[config.mk]
export PLATFORM = sky130hd
export DESIGN_NAME = adaptive_green_scheduler
export DESIGN_NICKNAME = d
export VERILOG_FILES = /design/src/rtl/adaptive_green_scheduler.sv
export SDC_FILE = /design/constraint.sdc
export NUM_CORES = 1
export LEC_CHECK = 0
export ABC_CLOCK_PERIOD_IN_PS = 10250
export BUFFER_PORTS_ARGS = -buffer_cell sky130_fd_sc_hd__buf_2
export CAP_MARGIN = 25
export CORE_ASPECT_RATIO = 1.75
export CORE_MARGIN = 4
export CORE_UTILIZATION = 36
export CTS_BUF_LIST = sky130_fd_sc_hd__clkbuf_8
export CTS_CLUSTER_DIAMETER = 50
export DETAILED_ROUTE_END_ITERATION = 10
export PLACE_DENSITY = 0.55
export SETUP_SLACK_MARGIN = 0.2
export SLEW_MARGIN = 20
export SYNTH_ARGS = -nofsm -noshare
export SYNTH_HDL_FRONTEND = slang
export SYNTH_SLANG_ARGS = --single-unit
[constraint.sdc]
create_clock -name clk -period 10.25 [get_ports clk]
set_input_delay 0.5125 -clock clk [delete_from_list [all_inputs] [get_ports clk]]
set_output_delay 0.5125 -clock clk [all_outputs]
set_load 0.03 [all_outputs]
[src/rtl/adaptive_green_scheduler.sv]
// Adaptive multi-road green scheduler: picks the next road round-robin, derives its
// green time from live vehicle counts and sequences GREEN -> YELLOW -> ALL_RED on ticks.
module adaptive_green_scheduler #(
  parameter int N_ROADS    = 4,
  parameter int CW         = 8,
  parameter int TW         = 8,
  parameter int GAIN_SHIFT = 2,
  parameter int TG_MIN     = 5,
  parameter int TG_MAX     = 60,
  parameter int T_YELLOW   = 3,
  parameter int T_ALLRED   = 2
) (
  input  logic                        clk,
  input  logic                        reset,
  input  logic                        tick,
  input  logic                        en,
  input  logic                        skip_empty,
  input  logic [N_ROADS*CW-1:0]       counts,
  input  logic [N_ROADS*TW-1:0]       tg_init,
  output logic [$clog2(N_ROADS)-1:0]  road,
  output logic [1:0]                  phase,
  output logic [TW-1:0]               green_time,
  output logic [TW-1:0]               time_left,
  output logic                        phase_start,
  output logic [N_ROADS*TW-1:0]       tg_out
);

  localparam int RW = $clog2(N_ROADS);
  localparam int SW = CW + RW;
  localparam int DW = CW + RW + 2;
  localparam int XW = DW + TW + 1;
  localparam int unsigned NR = N_ROADS;

  localparam logic signed [XW-1:0] MIN_X = XW'(TG_MIN);
  localparam logic signed [XW-1:0] MAX_X = XW'(TG_MAX);
  localparam logic [TW-1:0] MIN_T = TW'(TG_MIN);
  localparam logic [TW-1:0] MAX_T = TW'(TG_MAX);
  localparam logic [TW-1:0] YEL_T = TW'(T_YELLOW);
  localparam logic [TW-1:0] RED_T = TW'(T_ALLRED);
  localparam logic [TW-1:0] ONE_T = TW'(1);
  localparam logic [RW-1:0] LAST  = RW'(N_ROADS - 1);

  typedef enum logic [1:0] {
    IDLE    = 2'd0,
    GREEN   = 2'd1,
    YELLOW  = 2'd2,
    ALL_RED = 2'd3
  } phase_t;

  phase_t state, nxt_state;
  logic [RW-1:0] nxt_road;
  logic [TW-1:0] nxt_green, nxt_tl;
  logic          nxt_ps, load;
  logic          fresh;

  logic [SW-1:0]        sum;
  logic [RW-1:0]        start, sel;
  logic                 found;
  int unsigned          idx;
  logic [CW-1:0]        sel_count;
  logic [TW-1:0]        sel_init;
  logic [DW-1:0]        prod;
  logic signed [DW-1:0] diff, adj;
  logic signed [XW-1:0] tg_x;
  logic [TW-1:0]        tg_sel;

  assign phase = state;

  always_comb begin
    sum = '0;
    for (int unsigned r = 0; r < NR; r++)
      sum = sum + SW'(counts[r*CW +: CW]);
  end

  // Until the first road has been served after reset, the scan begins at road 0
  // rather than road+1.
  assign start = fresh ? '0 : ((road == LAST) ? '0 : road + 1'b1);

  always_comb begin
    sel   = start;
    found = 1'b0;
    idx   = 0;
    if (skip_empty) begin
      for (int unsigned k = 0; k < NR; k++) begin
        idx = int'(start) + k;
        if (idx >= NR) idx = idx - NR;
        if (!found && counts[idx*CW +: CW] != '0) begin
          sel   = RW'(idx);
          found = 1'b1;
        end
      end
    end
  end

  always_comb begin
    sel_count = counts[sel*CW +: CW];
    sel_init  = tg_init[sel*TW +: TW];
    prod      = DW'(sel_count) * DW'(NR);
    diff      = $signed(prod - DW'(sum));
    adj       = diff >>> GAIN_SHIFT;
    tg_x      = $signed(XW'(sel_init)) + XW'(adj);
    if (skip_empty && sum == '0) tg_sel = MIN_T;
    else if (tg_x < MIN_X)       tg_sel = MIN_T;
    else if (tg_x > MAX_X)       tg_sel = MAX_T;
    else                         tg_sel = tg_x[TW-1:0];
  end

  always_comb begin
    nxt_state = state;
    nxt_road  = road;
    nxt_green = green_time;
    nxt_tl    = time_left;
    nxt_ps    = 1'b0;
    load      = 1'b0;
    unique case (state)
      IDLE: begin
        nxt_tl = '0;
        if (en) begin
          nxt_state = GREEN;
          nxt_road  = sel;
          nxt_green = tg_sel;
          nxt_tl    = tg_sel;
          nxt_ps    = 1'b1;
          load      = 1'b1;
        end
      end
      GREEN, YELLOW, ALL_RED: begin
        if (tick) begin
          if (time_left == ONE_T) begin
            nxt_ps = 1'b1;
            unique case (state)
              GREEN: begin
                nxt_state = YELLOW;
                nxt_tl    = YEL_T;
              end
              YELLOW: begin
                nxt_state = ALL_RED;
                nxt_tl    = RED_T;
              end
              default: begin
                if (en) begin
                  nxt_state = GREEN;
                  nxt_road  = sel;
                  nxt_green = tg_sel;
                  nxt_tl    = tg_sel;
                  load      = 1'b1;
                end else begin
                  nxt_state = IDLE;
                  nxt_tl    = '0;
                  nxt_ps    = 1'b0;
                end
              end
            endcase
          end else begin
            nxt_tl = time_left - ONE_T;
          end
        end
      end
      default: nxt_state = IDLE;
    endcase
  end

  always_ff @(posedge clk or negedge reset) begin
    if (!reset) begin
      state       <= IDLE;
      road        <= '0;
      green_time  <= '0;
      time_left   <= '0;
      phase_start <= 1'b0;
      tg_out      <= '0;
      fresh       <= 1'b1;
    end else begin
      state       <= nxt_state;
      road        <= nxt_road;
      green_time  <= nxt_green;
      time_left   <= nxt_tl;
      phase_start <= nxt_ps;
      if (load) begin
        tg_out[nxt_road*TW +: TW] <= nxt_green;
        fresh                     <= 1'b0;
      end
    end
  end

endmodule

-- Word-level counts from Yosys, hierarchy flattened
Cells that the tools add are included.
- bits in registers: 54
- latch bits: 0
- RAM bits: 0
- bits in read-only memories: 0
- input bits: 69
- output and inout bits: 53
- memories: 0
- add/sub/neg operators: 15
- multipliers: 0
- div/mod/pow operators: 0
- order comparisons: 6
- equality and inequality tests: 8
- shift-type cells: 8
- multiplexer cells: 55
- bitwise gates (word level): 0
- reduce and logical (&&, ||, !) cells: 16
- operators with widths (operator ; number):
    $mux W29 ; 8
    $shiftx A32 B33 Y8 ; 4
    $mux W8 ; 10
    $shiftx A32 B6 Y8 ; 2
    $pmux W8 S2 ; 3
    $neg A5 Y34 ; 1
    $shift A8 B34 Y32 const A ; 1
    $shiftx A8 B34 Y32 ; 1
    $bwmux W32 ; 1
    $reduce_bool A8 Y1 ; 4
    $mux W2 ; 14
    $mux W1 ; 14
    $pmux W2 S2 ; 3
    $sub A3 B3 Y4 const B ; 3
    $sub A10 B10 Y11 ; 1
    $add A10 B8 Y10 ; 1
    $add A9 B8 Y10 ; 1
    $add A9 B9 Y10 ; 1
    $gt A10 B7 Y1 const B ; 1
    $logic_not A10 Y1 ; 1
    $lt A10 B4 Y1 const B ; 1
    $add A8 B8 Y9 ; 1
    $ge A3 B3 Y1 const B ; 3
    $eq A8 B1 Y1 const B ; 1
    other kinds (16) ; 27

-- Depth between registers and ports, before layout
- depth in word-level cells: 36
- mapped depth: 32
- depth with buffers taken out: 29

-- Least setup slack after synthesis
Ideal clock, no wire load.
- path kind: register to register
- start: reg road[0]
- end: reg tg_out[19]
- setup time: 121 ps
- arrival: 6202 ps
- data required time: 10129 ps
- setup slack: 3927 ps
- stages on the path, launching flop included: 32
- path buffers: 3
- period minus slack after synthesis: 6323 ps
- cell sequence: dfrtp_1 xnor2_1 or2_0 buf_6 inv_1 ha_1 nor2b_1 and2b_2 a32oi_1 o31ai_1 and3_1 o21ai_2 buf_4 buf_8 mux2i_1 mux2i_1 ha_1 a21oi_1 nor2b_1 o21a_1 o21a_1 o21a_1 nor2_1 xnor2_1 ha_1 o211ai_1 o21a_1 o21ai_0 xor2_2 nand3b_1 a311o_1 a22o_1
- cells in the longest elaborated chain, start to end: 36
- elaborated cells between the ends (all ways): 71
- those cells by class: add/sub: 11; order compare: 6; eq/ne: 1; shift: 8; mux: 35; reduce/logical: 10
- ends and longest elaborated chain (what ; RTL line ; RTL):
    start: declaration ; 20 ; output logic [$clog2(N_ROADS)-1:0] road,
    start signal: assignment ; 174 ; road <= nxt_road;
    $add A2 B1 Y2 or $eq A2 B2 Y1 (tied branches) ; 77 ; assign start = fresh ? '0 : ((road == LAST) ? '0 : road + 1'b1);
    $mux W2 (2 in a row) ; 77 ;
    $sub A2 B3 Y4 or $ge A2 B3 Y1 (tied branches) ; 86 ; if (idx >= NR) idx = idx - NR;
    $mux W29 ; 86 ;
    $mux W29 ; 83 ; if (skip_empty) begin
    $shiftx A32 B33 Y8 ; 87 ; if (!found && counts[idx*CW +: CW] != '0) begin
    $reduce_bool A8 Y1 ; 87 ;
    $mux W1 ; 87 ;
    (+19 left out) ; n/a ;
    $mux W8 ; 102 ; if (skip_empty && sum == '0) tg_sel = MIN_T;
    $mux W8 ; 118, 141 ;
    $mux W8 ; 131 ; unique case (state)
    $mux W8 ; 129 ; if (time_left == ONE_T) begin
    $mux W8 ; 128 ; if (tick) begin
    $pmux W8 S2 ; 115 ; unique case (state)
    $shiftx A8 B34 Y32 ; 179 ; tg_out[nxt_road*TW +: TW] <= nxt_green;
    $bwmux W32 * ; 179 ;
    end signal: indexed assignment ; 179 ;
    end: declaration ; 25 ; output logic [N_ROADS*TW-1:0] tg_out
Mark *: on every way between the ends. The rest lies on a longest branch, timed or not. The select of a mux whose other input is x is not followed.
A chain may end at the register's enable or synchronous reset.

-- Final worst setup path
- start: reg road[0]
- end: reg green_time[0]
- cells in the longest elaborated chain, start to end: 34
- elaborated cells between the ends (all ways): 62
- those cells by class: add/sub: 10; order compare: 6; eq/ne: 1; shift: 6; mux: 29; reduce/logical: 10
- ends and longest elaborated chain (what ; RTL line ; RTL):
    $add A2 B1 Y2 or $eq A2 B2 Y1 (tied branches) ; 77 ;
    $mux W2 * (2 in a row) ; 77 ;
    $sub A2 B3 Y4 or $ge A2 B3 Y1 (tied branches) ; 86 ;
    $mux W29 ; 86 ;
    $mux W29 ; 83 ;
    $shiftx A32 B33 Y8 ; 87 ;
    $reduce_bool A8 Y1 ; 87 ;
    $mux W1 ; 87 ;
    (+18 left out) ; n/a ;
    $mux W8 * ; 103 ; else if (tg_x < MIN_X) tg_sel = MIN_T;
    $mux W8 * ; 102 ;
    $mux W8 * ; 118, 141 ;
    $mux W8 ; 131 ;
    $mux W8 ; 129 ;
    $mux W8 ; 128 ;
    $pmux W8 S2 * ; 115 ;
    net nxt_green[0] ; 52 ; logic [TW-1:0] nxt_green, nxt_tl;
    end signal: assignment ; 175 ; green_time <= nxt_green;
    end: declaration ; 22 ; output logic [TW-1:0] green_time,
Mark *: on every way through the listed nets, which the timed path passes. The rest lies on a longest branch. The select of a mux whose other input is x is not followed.

==> qor.yml <==
synthesis:
  post_synth_num_cell_types: 74
  yosys.area_share.adder: 0.174
  syn_nets: 644
  synth_simple_gate_area_frac: 0.161
  postSynth.asyncResetShare: 1.00
  yosys_warnings: 0
  syn_inst: 516
  top_flip_flop_cell_by_instance_count_after_synthesis: "sky130_fd_sc_hd__dfrtp_1"
  ys_seq_elements: 54
  synth_top_family_by_area: "adder cells"
  synth_seq_area_share: 0.272
  synth_compound_area_frac: 0.174
  synth_xor_area_frac: 0.0402
  synth_mux_area_frac: 0.116
  synth-edff-count: 0
  synth_area_per_inst_um2: 9.64
  syn-cell-area_mm2: 0.00497
route:
  wl_per_cell_um: 16.9
  detail_route.iter0.violations: 175
  drt-pass1-iter-count: 5
  detailroute.via_count: 4295
  detail_route.drc_violations: 0
  drt-vias-per-instance: 5.33
  finalWirelength_um: 13600
  remaining_antenna_violation_count: 0
worst_setup_path:
  cp_data_arrival_time_ns: 7.57
  worst-setup-path-type: "flop to flop"
  crit_path_frequent_cell: "sky130_fd_sc_hd__o21a_1"
  crit_path_max_incr_delay_ns: 0.54
  critical_path_required_ns: 10.51
  cp-end-kind: "flop"
  worst_setup_path_start_kind: "flop"
  critical-path-slowest-cell: "sky130_fd_sc_hd__o211ai_1"
  largest_fanout_of_any_net_on_the_critical_path: 41
  r2r.worst_path.cells: 29
global_route:
  tot_gr_track_use: 0.170
  vias_in_the_first_global_route: 4417
  grt_start_max_net_pins: 55
  globalRouteOverflowTotal: 0
  grt_antenna_before_repair: 1
  grt_first_pass_wirelength_um: 22100
cts:
  cts_sinks: 54
  numCtsBuffers: 5
  clk_pin_slew_worst_paths_ns: 0.10
  cts-htree-levels: 2
  post-cts-setup-buffers: 0
  cts.path.max_buffers: 2
  cts_tree: "done"
  clkLatencyLatePin_ns: 0.31
  cts_hold_buf: 0
  ctsResizeCount: 0
  ctsRootBufferMaster: "sky130_fd_sc_hd__clkbuf_8"
timing:
  max_slew.worst_pin.slew_ns: 0.785
  layout_min_cycle_time_ns: 7.31
  period_share: 0.714
  final-setup-viol-count: 0
  timing_hold_violations_final: 0
  clock_skew_ns: 0.0115
  max_freq_mhz: 137
  max_slew_margin: 0.472
  finalSetupTns_ns: 0
  maxSlewViolCount: 0
  setup_repair_after_global_routing_missed_its_margin: "false"
layout:
  highest_count_cells_in_the_layout_ignoring_fill_and_taps: "sky130_fd_sc_hd__buf_2 (121), sky130_fd_sc_hd__mux2i_1 (53), sky130_fd_sc_hd__dfrtp_1 (53), sky130_fd_sc_hd__inv_1 (48), sky130_fd_sc_hd__ha_1 (42)"
  most_common_cell_after_layout_fill_and_taps_aside: "sky130_fd_sc_hd__buf_2"
  final_nets: 759
  area_delta_synth_final_pct: 17.0
  antennaDiodeCount: 0
  ratio_of_cells_with_drive_above_1_in_the_final_layout: 0.247
hold_path:
  holdCritPathClass: "input pin to asynchronous set/reset pin"
floorplan:
  coreArea_mm2: 0.0135
  die_height_um: 164
  rows: 56
  initial_utilization: 0.370
  die-area_mm2: 0.0158
  overall_die_width_um: 96.9
  io_pins: 122
job:
  max_cap_violation_count: 0
placed_design:
  gp_congestion: 0.861
  dp_hpwl_um: 11400
  port-buffer-count: 121
outcome:
  outcome: "completed"
==> worst paths after layout <==
check,start,slack (ns),end
min,reset,0.32,time_left[7]
min reg2reg,tg_out[7],0.49,tg_out[7]
max reg2reg,road[0],2.94,green_time[0]
max in group asynchronous,reset,9.47,tg_out[3]
min in group clk,tg_out[7],0.49,tg_out[7]
max,road[0],2.94,green_time[0]
==> worst max-delay path, delay by kind of cell, from the launching register on <==
kind / cells / cell delay, ns
AO/OA/AOI/OAI: 12 / 2.61
XOR/XNOR: 3 / 0.64
adder cells (fa/ha/maj): 3 / 0.93
buffers and inverters: 2 / 0.75
flip-flops: 1 / 0.44
multiplexers: 3 / 0.62
AND/OR/NAND/NOR: 6 / 1.24
==> metrics by stage <==
stage | hold WS, ns | worst slack (ns) | area [um2] | util | instances
global placement | 0.465 | 3.32 | 5710 | 0.424 | 798
floorplan | 0.217 | 3.93 | 4970 | - | 516
detailed placement | 0.468 | 2.98 | 5710 | 0.424 | 798
CTS | 0.347 | 2.93 | 5820 | 0.433 | 806
global route | 0.395 | 2.29 | 5820 | 0.433 | 806
finish | 0.317 | 2.94 | 5820 | 0.433 | 806
==> layer usage <==
layer / vias up / part of all wire / GRT usage / wire (um)
li1: 2096 / - / - / -
met1: 2025 / 0.41 / 0.201 / 5570
met2: 149 / 0.51 / 0.311 / 7000
met3: 23 / 0.051 / 0.0222 / 695
met4: 2 / 0.026 / 0.0652 / 354
met5: - / 0.00088 / 0 / 12
==> cell usage after synthesis (3+ instances only) <==
master | instances | share of area
sky130_fd_sc_hd__o21a_1 | 9 | 0.014
sky130_fd_sc_hd__o21ai_1 | 5 | 0.0050
sky130_fd_sc_hd__mux2_2 | 4 | 0.0091
sky130_fd_sc_hd__a21o_1 | 6 | 0.0091
sky130_fd_sc_hd__a31oi_1 | 7 | 0.0088
sky130_fd_sc_hd__nand4_1 | 7 | 0.0088
sky130_fd_sc_hd__nor2_1 | 22 | 0.017
sky130_fd_sc_hd__nor3_1 | 10 | 0.010
sky130_fd_sc_hd__o2111ai_1 | 3 | 0.0053
sky130_fd_sc_hd__and2_1 | 16 | 0.020
sky130_fd_sc_hd__inv_1 | 47 | 0.035
sky130_fd_sc_hd__buf_2 | 3 | 0.0030
sky130_fd_sc_hd__and3_1 | 5 | 0.0063
sky130_fd_sc_hd__a21oi_1 | 27 | 0.027
sky130_fd_sc_hd__nor2b_1 | 5 | 0.0063
sky130_fd_sc_hd__nand2_1 | 29 | 0.022
sky130_fd_sc_hd__o211ai_1 | 6 | 0.0091
sky130_fd_sc_hd__fa_1 | 17 | 0.068
sky130_fd_sc_hd__ha_1 | 42 | 0.11
sky130_fd_sc_hd__or3_1 | 3 | 0.0038
sky130_fd_sc_hd__clkbuf_1 | 6 | 0.0045
sky130_fd_sc_hd__nor4_1 | 4 | 0.0050
sky130_fd_sc_hd__o21ai_0 | 9 | 0.0091
sky130_fd_sc_hd__nor4_2 | 7 | 0.018
sky130_fd_sc_hd__xnor2_1 | 12 | 0.021
sky130_fd_sc_hd__mux2i_1 | 53 | 0.11
sky130_fd_sc_hd__nand3_1 | 12 | 0.012
sky130_fd_sc_hd__dfrtp_1 | 53 | 0.27
sky130_fd_sc_hd__buf_6 | 3 | 0.0068
sky130_fd_sc_hd__xor2_1 | 9 | 0.016
sky130_fd_sc_hd__a211oi_1 | 4 | 0.0060
sky130_fd_sc_hd__a22o_1 | 20 | 0.035
==> cells by family after synthesis <==
kind of cell | count (synthesis)
adder cells (fa/ha/maj) | 59
XOR/XNOR | 22
flip-flops | 54
multiplexers | 57
AND/OR/NAND/NOR | 140
buffers and inverters | 64
AO/OA/AOI/OAI | 120
==> area by class of cell <==
cell class                      count  area, um2
Inverter                           48        185
Fill cell                        1379       7630
Sequential cell                    54       1350
Timing Repair Buffer              124        628
Tap cell                          174        218
Clock inverter                      3       42.5
Clock buffer                        5       68.8
Multi-Input combinational cell    398       3330
==> sequential cells by signal, summed over array words and instances, names as in the netlist <==
name	count
phase	2
fresh	1
green_time	8
road	2
tg_out	32
time_left	8
phase_start	1
Power is not shown: default switching activity piles up to over one toggle a cycle in this logic, so the estimate is an artifact.
